===== src/rtl/minitb_ahb_pkg.sv =====
// ----------------------------------------------------------------------------
// minitb_ahb_pkg
//   Shared AHB definitions used by the arbiter slice:
//     - htrans_t    : address-phase transfer type encodings
//     - ST_* / arb_state_t : arbiter FSM state constants and their enum
//     - idx_width() : width of an index into an n-entry vector (at least 1)
// ----------------------------------------------------------------------------
package minitb_ahb_pkg;

    typedef enum logic [1:0] {
        HTRANS_IDLE   = 2'b00,
        HTRANS_BUSY   = 2'b01,
        HTRANS_NONSEQ = 2'b10,
        HTRANS_SEQ    = 2'b11
    } htrans_t;

    // Raw state codes, kept for code that compares against plain vectors.
    localparam logic [1:0] ST_PARK = 2'd0;
    localparam logic [1:0] ST_OWN  = 2'd1;
    localparam logic [1:0] ST_LOCK = 2'd2;

    typedef enum logic [1:0] {
        ARB_PARK = ST_PARK,  // default master parked, nobody requesting
        ARB_OWN  = ST_OWN,   // a requester owns the bus
        ARB_LOCK = ST_LOCK   // grantee is holding hlock
    } arb_state_t;

    function automatic int idx_width(input int n);
        return (n > 1) ? $clog2(n) : 1;
    endfunction

endpackage


===== src/rtl/minitb_ahb_arbiter_if.sv =====
// ----------------------------------------------------------------------------
// minitb_ahb_arbiter_if
//   Arbitration signals between the AHB requesters and the arbiter.
//     hbusreq   [NUM_MASTERS] per-master bus request
//     hlock     [NUM_MASTERS] per-master locked-transfer request
//     hready                  shared transfer-done / arbitration opportunity
//     htrans    [2]           address-phase transfer type of current owner
//     hgrant    [NUM_MASTERS] one-hot grant
//     hmaster                 index of the address-phase owner
//     hmastlock               current address phase is locked
//   Modports: slave  = arbiter side, master = requester side.
// ----------------------------------------------------------------------------
interface minitb_ahb_arbiter_if #(
    parameter int NUM_MASTERS = 4
);
    import minitb_ahb_pkg::*;

    localparam int MW = idx_width(NUM_MASTERS);

    logic [NUM_MASTERS-1:0] hbusreq;
    logic [NUM_MASTERS-1:0] hlock;
    logic                   hready;
    htrans_t                htrans;
    logic [NUM_MASTERS-1:0] hgrant;
    logic [MW-1:0]          hmaster;
    logic                   hmastlock;

    modport slave (
        input  hbusreq, hlock, hready, htrans,
        output hgrant, hmaster, hmastlock
    );

    modport master (
        output hbusreq, hlock, hready, htrans,
        input  hgrant, hmaster, hmastlock
    );

endinterface


===== src/rtl/minitb_rr_picker.sv =====
// ----------------------------------------------------------------------------
// minitb_rr_picker
//   Combinational round-robin winner selection.
//     req   [N]  request vector
//     ptr        index of the last grantee; search starts at ptr+1 (mod N)
//     win   [N]  one-hot winner (all zero when nobody requests)
//     valid      at least one request was found
// ----------------------------------------------------------------------------
module minitb_rr_picker
    import minitb_ahb_pkg::*;
#(
    parameter int N = 4
) (
    input  logic [N-1:0]            req,
    input  logic [idx_width(N)-1:0] ptr,
    output logic [N-1:0]            win,
    output logic                    valid
);

    // Distance of a requester from the search start; the closest wins.
    int best;
    int best_d;

    // NOTE: every variable written here gets a default first, otherwise
    // paths that skip an assignment would infer a latch.
    always_comb begin
        best   = 0;
        best_d = N;
        valid  = 1'b0;
        win    = '0;
        for (int j = 0; j < N; j++) begin
            if (req[j] && (((j - int'(ptr) - 1 + 2 * N) % N) < best_d)) begin
                best_d = (j - int'(ptr) - 1 + 2 * N) % N;
                best   = j;
                valid  = 1'b1;
            end
        end
        for (int j = 0; j < N; j++) begin
            win[j] = valid && (best == j);
        end
    end

endmodule


===== src/rtl/minitb_ahb_arbiter.sv =====
// ----------------------------------------------------------------------------
// minitb_ahb_arbiter
//   Round-robin AHB bus arbiter with tenure limit, parking and optional lock.
//     hclk    clock, all logic on the rising edge
//     hreset  synchronous active-high reset
//     bus     minitb_ahb_arbiter_if.slave: hbusreq, hlock, hready, htrans in;
//             hgrant (one-hot, registered), hmaster, hmastlock out
//   Parameters: NUM_MASTERS (2..16), DEFAULT_MASTER (parked master),
//               MAX_TENURE (2..256 hready-qualified cycles per grant).
//   Build option: define MINITB_AHB_ARB_LOCK_EN to honour hlock (LOCK state,
//   hmastlock). Without it hlock is ignored and hmastlock is tied low.
// ----------------------------------------------------------------------------
module minitb_ahb_arbiter
    import minitb_ahb_pkg::*;
#(
    parameter int NUM_MASTERS    = 4,
    parameter int DEFAULT_MASTER = 0,
    parameter int MAX_TENURE     = 16
) (
    input logic                  hclk,
    input logic                  hreset,
    minitb_ahb_arbiter_if.slave  bus
);

    localparam int W  = idx_width(NUM_MASTERS);
    localparam int TW = idx_width(MAX_TENURE);

    localparam logic [TW-1:0]          TEN_LAST = TW'(MAX_TENURE - 1);
    localparam logic [W-1:0]           DEF_IDX  = W'(DEFAULT_MASTER);
    localparam logic [NUM_MASTERS-1:0] DEF_OH   = NUM_MASTERS'(1) << DEFAULT_MASTER;

    arb_state_t             state_q;
    logic [NUM_MASTERS-1:0] grant_q;
    // Index of the current grantee; doubles as the round-robin pointer.
    logic [W-1:0]           grant_idx_q;
    logic [W-1:0]           hmaster_q;
    logic                   hmastlock_q;
    logic [TW-1:0]          tenure_q;

    logic [NUM_MASTERS-1:0] win_oh;
    logic                   win_valid;
    logic [W-1:0]           win_idx;
    logic [TW-1:0]          tenure_inc;
    logic                   grantee_req;
    logic                   grantee_lock;
    logic                   lock_hold;
    logic                   tenure_hold;
    logic                   held;
    logic                   lock_enter;

`ifdef MINITB_AHB_ARB_LOCK_EN
    assign grantee_lock = bus.hlock[grant_idx_q];
`else
    logic unused_hlock;
    assign unused_hlock = ^bus.hlock;
    assign grantee_lock = 1'b0;
`endif

    minitb_rr_picker #(.N(NUM_MASTERS)) u_picker (
        .req   (bus.hbusreq),
        .ptr   (grant_idx_q),
        .win   (win_oh),
        .valid (win_valid)
    );

    always_comb begin
        win_idx = '0;
        for (int i = 0; i < NUM_MASTERS; i++) begin
            if (win_oh[i]) win_idx = W'(i);
        end
    end

    assign tenure_inc  = (tenure_q == TEN_LAST) ? tenure_q : tenure_q + TW'(1);
    assign grantee_req = bus.hbusreq[grant_idx_q];

    // A parked grant is not a tenure, so a new request is served at once.
    assign lock_hold   = (state_q == ARB_LOCK) && grantee_lock;
    assign tenure_hold = (state_q != ARB_PARK) && grantee_req && (tenure_q < TEN_LAST);
    assign held        = lock_hold || tenure_hold || (bus.htrans == HTRANS_BUSY);
    assign lock_enter  = !held && grantee_lock;

    // NOTE: sequential state uses non-blocking assignments so every flop
    // samples the pre-edge values regardless of statement order.
    always_ff @(posedge hclk) begin
        if (hreset) begin
            state_q     <= ARB_PARK;
            grant_q     <= DEF_OH;
            grant_idx_q <= DEF_IDX;
            hmaster_q   <= DEF_IDX;
            hmastlock_q <= 1'b0;
            tenure_q    <= '0;
        end else if (bus.hready) begin
            // Address phase follows the grant by one hready edge.
            hmaster_q   <= grant_idx_q;
            hmastlock_q <= grantee_lock;

            if (held) begin
                tenure_q <= tenure_inc;
                if (state_q == ARB_LOCK && !lock_hold) state_q <= ARB_OWN;
            end else if (lock_enter) begin
                state_q  <= ARB_LOCK;
                tenure_q <= tenure_inc;
            end else if (win_valid) begin
                // Fresh tenure even when the sole requester wins again.
                state_q     <= ARB_OWN;
                grant_q     <= win_oh;
                grant_idx_q <= win_idx;
                tenure_q    <= '0;
            end else begin
                state_q     <= ARB_PARK;
                grant_q     <= DEF_OH;
                grant_idx_q <= DEF_IDX;
                tenure_q    <= (grant_idx_q == DEF_IDX) ? tenure_inc : '0;
            end
        end
    end

    assign bus.hgrant    = grant_q;
    assign bus.hmaster   = hmaster_q;
    assign bus.hmastlock = hmastlock_q;

endmodule


===== src/flat_wrapper.sv =====
// flat-port wrapper written by rule: the top's interface ports become plain ports
module minitb_ahb_arbiter_flat import minitb_ahb_pkg::*;
#(
    parameter int NUM_MASTERS    = 4,
    parameter int DEFAULT_MASTER = 0,
    parameter int MAX_TENURE     = 16
)
  (hclk, hreset, bus_hbusreq, bus_hlock, bus_hready, bus_htrans, bus_hgrant, bus_hmaster, bus_hmastlock);
  minitb_ahb_arbiter_if #(.NUM_MASTERS(NUM_MASTERS)) bus_i ();
  input logic hclk;
  input logic hreset;
  input wire logic [$bits(bus_i.hbusreq)-1:0] bus_hbusreq;
  input wire logic [$bits(bus_i.hlock)-1:0] bus_hlock;
  input wire logic [$bits(bus_i.hready)-1:0] bus_hready;
  input wire logic [$bits(bus_i.htrans)-1:0] bus_htrans;
  output wire logic [$bits(bus_i.hgrant)-1:0] bus_hgrant;
  output wire logic [$bits(bus_i.hmaster)-1:0] bus_hmaster;
  output wire logic [$bits(bus_i.hmastlock)-1:0] bus_hmastlock;
  assign bus_i.hbusreq = bus_hbusreq;
  assign bus_i.hlock = bus_hlock;
  assign bus_i.hready = bus_hready;
  assign bus_i.htrans = bus_htrans;
  assign bus_hgrant = bus_i.hgrant;
  assign bus_hmaster = bus_i.hmaster;
  assign bus_hmastlock = bus_i.hmastlock;
  minitb_ahb_arbiter #(.NUM_MASTERS(NUM_MASTERS), .DEFAULT_MASTER(DEFAULT_MASTER), .MAX_TENURE(MAX_TENURE)) u_core (.hclk(hclk), .hreset(hreset), .bus(bus_i));
endmodule

===== config.mk =====
export PLATFORM = sky130hd
export DESIGN_NAME = minitb_ahb_arbiter_flat
export DESIGN_NICKNAME = d
export VERILOG_FILES = /design/src/rtl/minitb_ahb_pkg.sv /design/src/rtl/minitb_ahb_arbiter_if.sv /design/src/rtl/minitb_rr_picker.sv /design/src/rtl/minitb_ahb_arbiter.sv /design/src/flat_wrapper.sv
export SDC_FILE = /design/constraint.sdc
export NUM_CORES = 1
export LEC_CHECK = 0
export BUFFER_PORTS_ARGS = -buffer_cell sky130_fd_sc_hd__buf_2
export CORE_ASPECT_RATIO = 1.75
export CORE_UTILIZATION = 30
export CTS_CLUSTER_SIZE = 28
export DETAILED_ROUTE_END_ITERATION = 7
export PLACE_DENSITY = 0.53
export SYNTH_ARGS = -nofsm -noshare
export SYNTH_HDL_FRONTEND = slang
export SYNTH_SLANG_ARGS = --single-unit

===== constraint.sdc =====
create_clock -name hclk -period 4.8 [get_ports hclk]
set_input_delay 0.72 -clock hclk [delete_from_list [all_inputs] [get_ports hclk]]
set_output_delay 0.72 -clock hclk [all_outputs]
set_load 0.01 [all_outputs]

**After elaboration in Yosys (flattened, before gate mapping)**

Cells that the tools add are included.

- Flip-flop bits (word level): 14
- Input bits: 13
- Output and inout port bits: 7

- $lt $le $gt $ge: 6
- Add/subtract/negate cells: 13
- Bitwise gates (word level): 5
- Multiplexer cells: 24
- Reductions and logical operators: 20
- Equal/unequal tests: 7

Operator list:

| cell | number |
|---|---|
| $mux W32 | 5 |
| $lt A3 B32 Y1 | 3 |
| $eq A32 B3 Y1 const B | 2 |
| $add A32 B5 Y32 const B | 1 |
| $eq A32 B2 Y1 const B | 1 |
| $logic_not A32 Y1 | 1 |
| $sub A32 B2 Y32 const B | 1 |
| $mux W4 | 5 |
| $add A4 B5 Y6 const B | 3 |
| $sub A3 B2 Y4 const B | 3 |
| $logic_and A1 B1 Y1 | 10 |
| $mux W2 | 5 |
| $mux W1 | 8 |
| $reduce_or A2 Y1 | 4 |
| $sub A1 B2 Y3 const A | 2 |
| $sub A2 B2 Y3 const A | 2 |
| $add A4 B1 Y4 const B | 1 |
| $and A1 B1 Y1 | 4 |
| $eq A4 B4 Y1 const B | 1 |
| $lt A3 B4 Y1 const B | 1 |
| $lt A4 B4 Y1 const B | 1 |
| $reduce_and A2 Y1 | 2 |
| $lt A2 B3 Y1 const B | 1 |
| $bmux W1 S2 | 1 |
| other kinds (7) | 7 |

**Logic depth before layout (Yosys ltp)**

- Word-level depth: 23
- Gate-level depth with buffers: 17

**Cells and area by module**

Synthesis repeated with hierarchy kept, for this count alone.

- Cell total of the unflattened synthesis: 106
- Area total of the unflattened synthesis: 987.2 µm²

Modules (own cells, without submodules):

| module | cells an instance | instances | seq. area each (µm²) | area an instance (µm²) |
|---|---|---|---|---|
| minitb_ahb_arbiter | 67 | 1 | 260.2 | 680.7 |
| minitb_rr_picker | 39 | 1 | 0.0 | 306.5 |

**Worst setup path before layout**

Ideal clock, no wire load.

- Path type: register -> register
- Start: register u_core.grant_idx_q[0]
- End: register u_core.grant_q[0] (netlist: u_core.bus.hgrant[0])
- Stages on the path, launching flop included: 17
- Setup time: 122 ps
- Buffers on the path: 1
- Path slack: 1,429 ps
- Required time: 4,678 ps
- Data arrival time: 3,250 ps
- Cell sequence: dfxtp_1 > buf_6 > inv_1 > ha_1 > nor3_1 > a21oi_1 > nor2_1 > a31oi_1 > ha_1 > nor4bb_1 > o211ai_1 > a31o_2 > ha_1 > a21o_1 > o21ai_0 > a211oi_1 > a221o_1

- Cells in the longest elaborated chain, start to end: 20
- Elaborated cells between the ends (all ways): 48
- Classes of those cells: add/sub (12); order compare (4); mux (13); bitwise (5); reduce/logical (14)

Ends and longest elaborated chain:

| item | line | source |
|---|---|---|
| start, declared | minitb_ahb_arbiter.sv:35 | `logic [W-1:0] grant_idx_q;` |
| start signal, assigned | minitb_ahb_arbiter.sv:107 | `grant_idx_q <= win_idx;` |
| $sub A1 B2 Y3 | minitb_rr_picker.sv:32, minitb_rr_picker.sv:33 |  |
| $sub A32 B2 Y32 | minitb_rr_picker.sv:33 | `best_d = (j - int'(ptr) - 1 + 2 * N) % N;` |
| $add A32 B5 Y32 | minitb_rr_picker.sv:33 |  |
| $reduce_or A2 Y1 (no source line) | n/a |  |
| $and A1 B1 Y1 (no source line) | n/a |  |
| $lt A3 B4 Y1 | minitb_rr_picker.sv:32 | `if (req[j] && (((j - int'(ptr) - 1 + 2 * N) % N) < best_d)) begin` |
| $logic_and A1 B1 Y1 | minitb_rr_picker.sv:32 |  |
| $mux W32 | minitb_rr_picker.sv:32 |  |
| (+4 left out) | n/a |  |
| $logic_and A1 B1 Y1 | minitb_rr_picker.sv:32 |  |
| $mux W32 | minitb_rr_picker.sv:32 |  |
| $lt A3 B32 Y1 | minitb_rr_picker.sv:32 |  |
| $logic_and A1 B1 Y1 | minitb_rr_picker.sv:32 |  |
| $mux W32 | minitb_rr_picker.sv:32 |  |
| $logic_not A32 Y1 | minitb_rr_picker.sv:39 | `win[j] = valid && (best == j);` |
| $logic_and A1 B1 Y1 | minitb_rr_picker.sv:39 |  |
| $mux W4 | minitb_ahb_arbiter.sv:103 | `end else if (win_valid) begin` |
| end signal, assigned | minitb_ahb_arbiter.sv:106 | `grant_q <= win_oh;` |
| end, declared | minitb_ahb_arbiter.sv:33 | `logic [NUM_MASTERS-1:0] grant_q;` |

Several ways; a longest one is shown, not always the timed one. The select of a mux whose other input is x is not followed.
A chain may end at the register's enable or synchronous reset.

**Worst setup path after layout**

Ends and elaborated chain as after synthesis.

==> impl_metrics.yaml <==
cells_and_area:
  final_cell_mix: "buf_2, dfxtp_1, inv_1, ha_1, nand2_1"
  fin_cells: 145
  final_nets: 141
  areaGrowthSynthToFinish_pct: 12.4
  num_antenna_cells: 0
  layout-drive-gt1-share_pct: 17.8
  fin_util_pct: 36.2
  layout_commonest_cell: "buf_2"
synth:
  synth_seq_area_share_pct: 29.0
  synth_top_flop_cell: "dfxtp_1"
  ys_ff_latch: 13
  synth_edf_count: 0
  synthCells: 105
  netlist_area_um2: 897
  avgSynthCellArea_um2: 8.54
  synth_nets: 127
  synth.distinct_cells: 44
  async_reset_ff_share_pct: 0
  yosysWarningCount: 0
worst_setup_path:
  critPathTopFamily: "compound AO/OA/AOI/OAI gates"
  start_kind: "register"
  cpPeakStageDelay_ps: 620
  crit_path_end_kind: "register"
  cp_slowest_cell: "dfxtp_1"
  crit_top_cell: "ha_1"
  rr_endpoint: "u_core.bus.hgrant[0]"
  crit_type: "reg2reg"
  crit_buf_inv: 1
  rr_worst_depth: 15
  reg2reg_from: "u_core.grant_idx_q[0]"
  rrSetupSlack_ps: 950
  required_ps: 4930
  crit_arrival_ps: 3970
  cp_max_fo: 13
  crit_cells: 15
  path_cells: "inv_1, ha_1, nor3_1, a21oi_1, nor2_1, a31oi_1, ha_1, nor4bb_1, o211ai_1, a31o_2, ha_1, a21o_1, o21ai_0, a211oi_1, a221o_1"
timing:
  hold_ws_ps: 455
  period_minus_slack_ps: 3850
  finalHoldViolCount: 0
  slew_viol_final: 0
  setup_tns_ps: 0
  max_freq_ghz: 0.260
  setup_violations: 0
  skew_ps: 0.665
  finalCritPeriodShare_pct: 80.2
  rsz0062_at_grt: "no"
clock_network:
  htreeDepth: 1
  cts_resized: 0
  path_clk_slew_ps: 50
  cts_tree: "yes"
  root_buffer: "clkbuf_8"
  cts_buffers: 3
  clock_latency_ps: 240
  clock_sinks: 13
  cts_buffer_depth: 2
  cts-hold-fix-buffers: 0
  cts_setup_buffers: 0
floorplan:
  rows: 25
  die_h_um: 74.3
  core_um2: 2780
  ios: 20
  start_util_pct: 32.2
  die_x_um: 43.3
  die_area_um2: 3220
routing:
  wl_per_cell_um: 13.1
  drt_iter0_drc: 18
  num_vias: 810
  dr.pass1.iters: 4
  viasPerCell: 5.59
  drc: 0
  antenna_left: 0
  wl_mm: 1.90
pwr:
  power_uw: 331
  power_density_nw_per_um2: 328
  power.leakage_nw: 0.467
  peakVddDrop_uv: 98.2
grt:
  grt_usage_pct: 14.0
  grt-ovfl-total: 0
  grt_pass1_vias: 859
  grt_max_degree: 14
  antenna_found_initial: 0
  grt_pass1_wl_mm: 3.42
status:
  status: "completed"
place:
  portBuffers: 14
  place.gp.congestion: 0.837
  place_inst: 141
  dp_hpwl_mm: 1.53
worst_hold_path:
  min_path_type: "reg2reg"
  min-delay-start: "u_core.bus.hgrant[3]"
  holdPathEnd: "u_core.bus.hgrant[3]"
  whs_path_depth: 2
run:
  maxCapViolCount: 0
-- cell families after synthesis --
family / synth area share (%)
AO/OA/AOI/OAI: 22.3
XOR/XNOR: 2.93
adder cells (fa/ha/maj): 12.6
buffers and inverters: 7.95
flip-flops: 29.0
multiplexers: 6.00
other: 0.837
AND/OR/NAND/NOR: 18.4
-- where the power goes --
part           leakage (nW)  internal, mW  switching, mW
clock                0.0228        0.0585         0.0366
sequential            0.106         0.117        0.00999
combinational         0.338        0.0487         0.0609
total                 0.467         0.224          0.107
-- cells in the mapped netlist (all sizes together) (2+ instances only) --
master  number  area, um^2
xor2         2        17.5
dfxtp       13         260
ha           9         113
inv          9        33.8
a31oi        3        18.8
o21ai        6        30.0
nor3         5        25.0
conb         2        7.51
buf          4        33.8
a211oi       3        22.5
nor2         6        22.5
nand3        2        10.0
a21oi        6        30.0
nand2        7        26.3
mux2i        2        20.0
-- layout make-up --
type / count / area (um^2)
clock buffers: 4 / 45.0
multi-input cells: 78 / 566
flip-flops and latches: 13 / 260
repair buffers: 14 / 70.1
inverters: 9 / 33.8
fillers: 301 / 1780
well taps: 27 / 33.8
-- layer usage --
metal / track usage, % / share of wire (%) / wire [um] / vias up
met3: 2.67 / 2.9 / 55 / 2
met2: 27.3 / 56 / 1070 / 11
met5: 0 / 0 / 0 / -
met1: 12.9 / 39 / 745 / 391
li1: - / - / - / 406
met4: 8.33 / 1.5 / 28 / 0
-- worst max path at each step --
stage                               start                   end
detailed placement  u_core.grant_idx_q[0]  u_core.bus.hgrant[0]
global placement    u_core.grant_idx_q[0]  u_core.bus.hgrant[0]
floorplan           u_core.grant_idx_q[0]  u_core.bus.hgrant[0]
finish              u_core.grant_idx_q[0]  u_core.bus.hgrant[0]
global route        u_core.grant_idx_q[0]  u_core.bus.hgrant[0]
CTS                 u_core.grant_idx_q[0]  u_core.bus.hgrant[0]
-- worst reg2reg max path: stages, from the launching register on --
cell and delay (ps):
dfxtp_1 620, inv_1 90, ha_1 400, nor3_1 160
a21oi_1 60, nor2_1 120, a31oi_1 70, ha_1 210
nor4bb_1 350, o211ai_1 240, a31o_2 300, ha_1 280
a21o_1 190, o21ai_0 200, a211oi_1 130, a221o_1 330
-- flip-flops by register name (all words and copies together), names as in the netlist --
name                count
u_core.state_q          1
u_core.bus.hgrant       4
u_core.tenure_q         4
u_core.bus.hmaster      2
u_core.grant_idx_q      2
-- per-stage QoR --
stage / worst slack [ps] / cell area (um^2)
CTS: 899 / 1010
floorplan: 1430 / 897
global route: 431 / 1010
finish: 952 / 1010
global placement: 994 / 963
detailed placement: 938 / 963
Power figures use the tool's default switching activity.
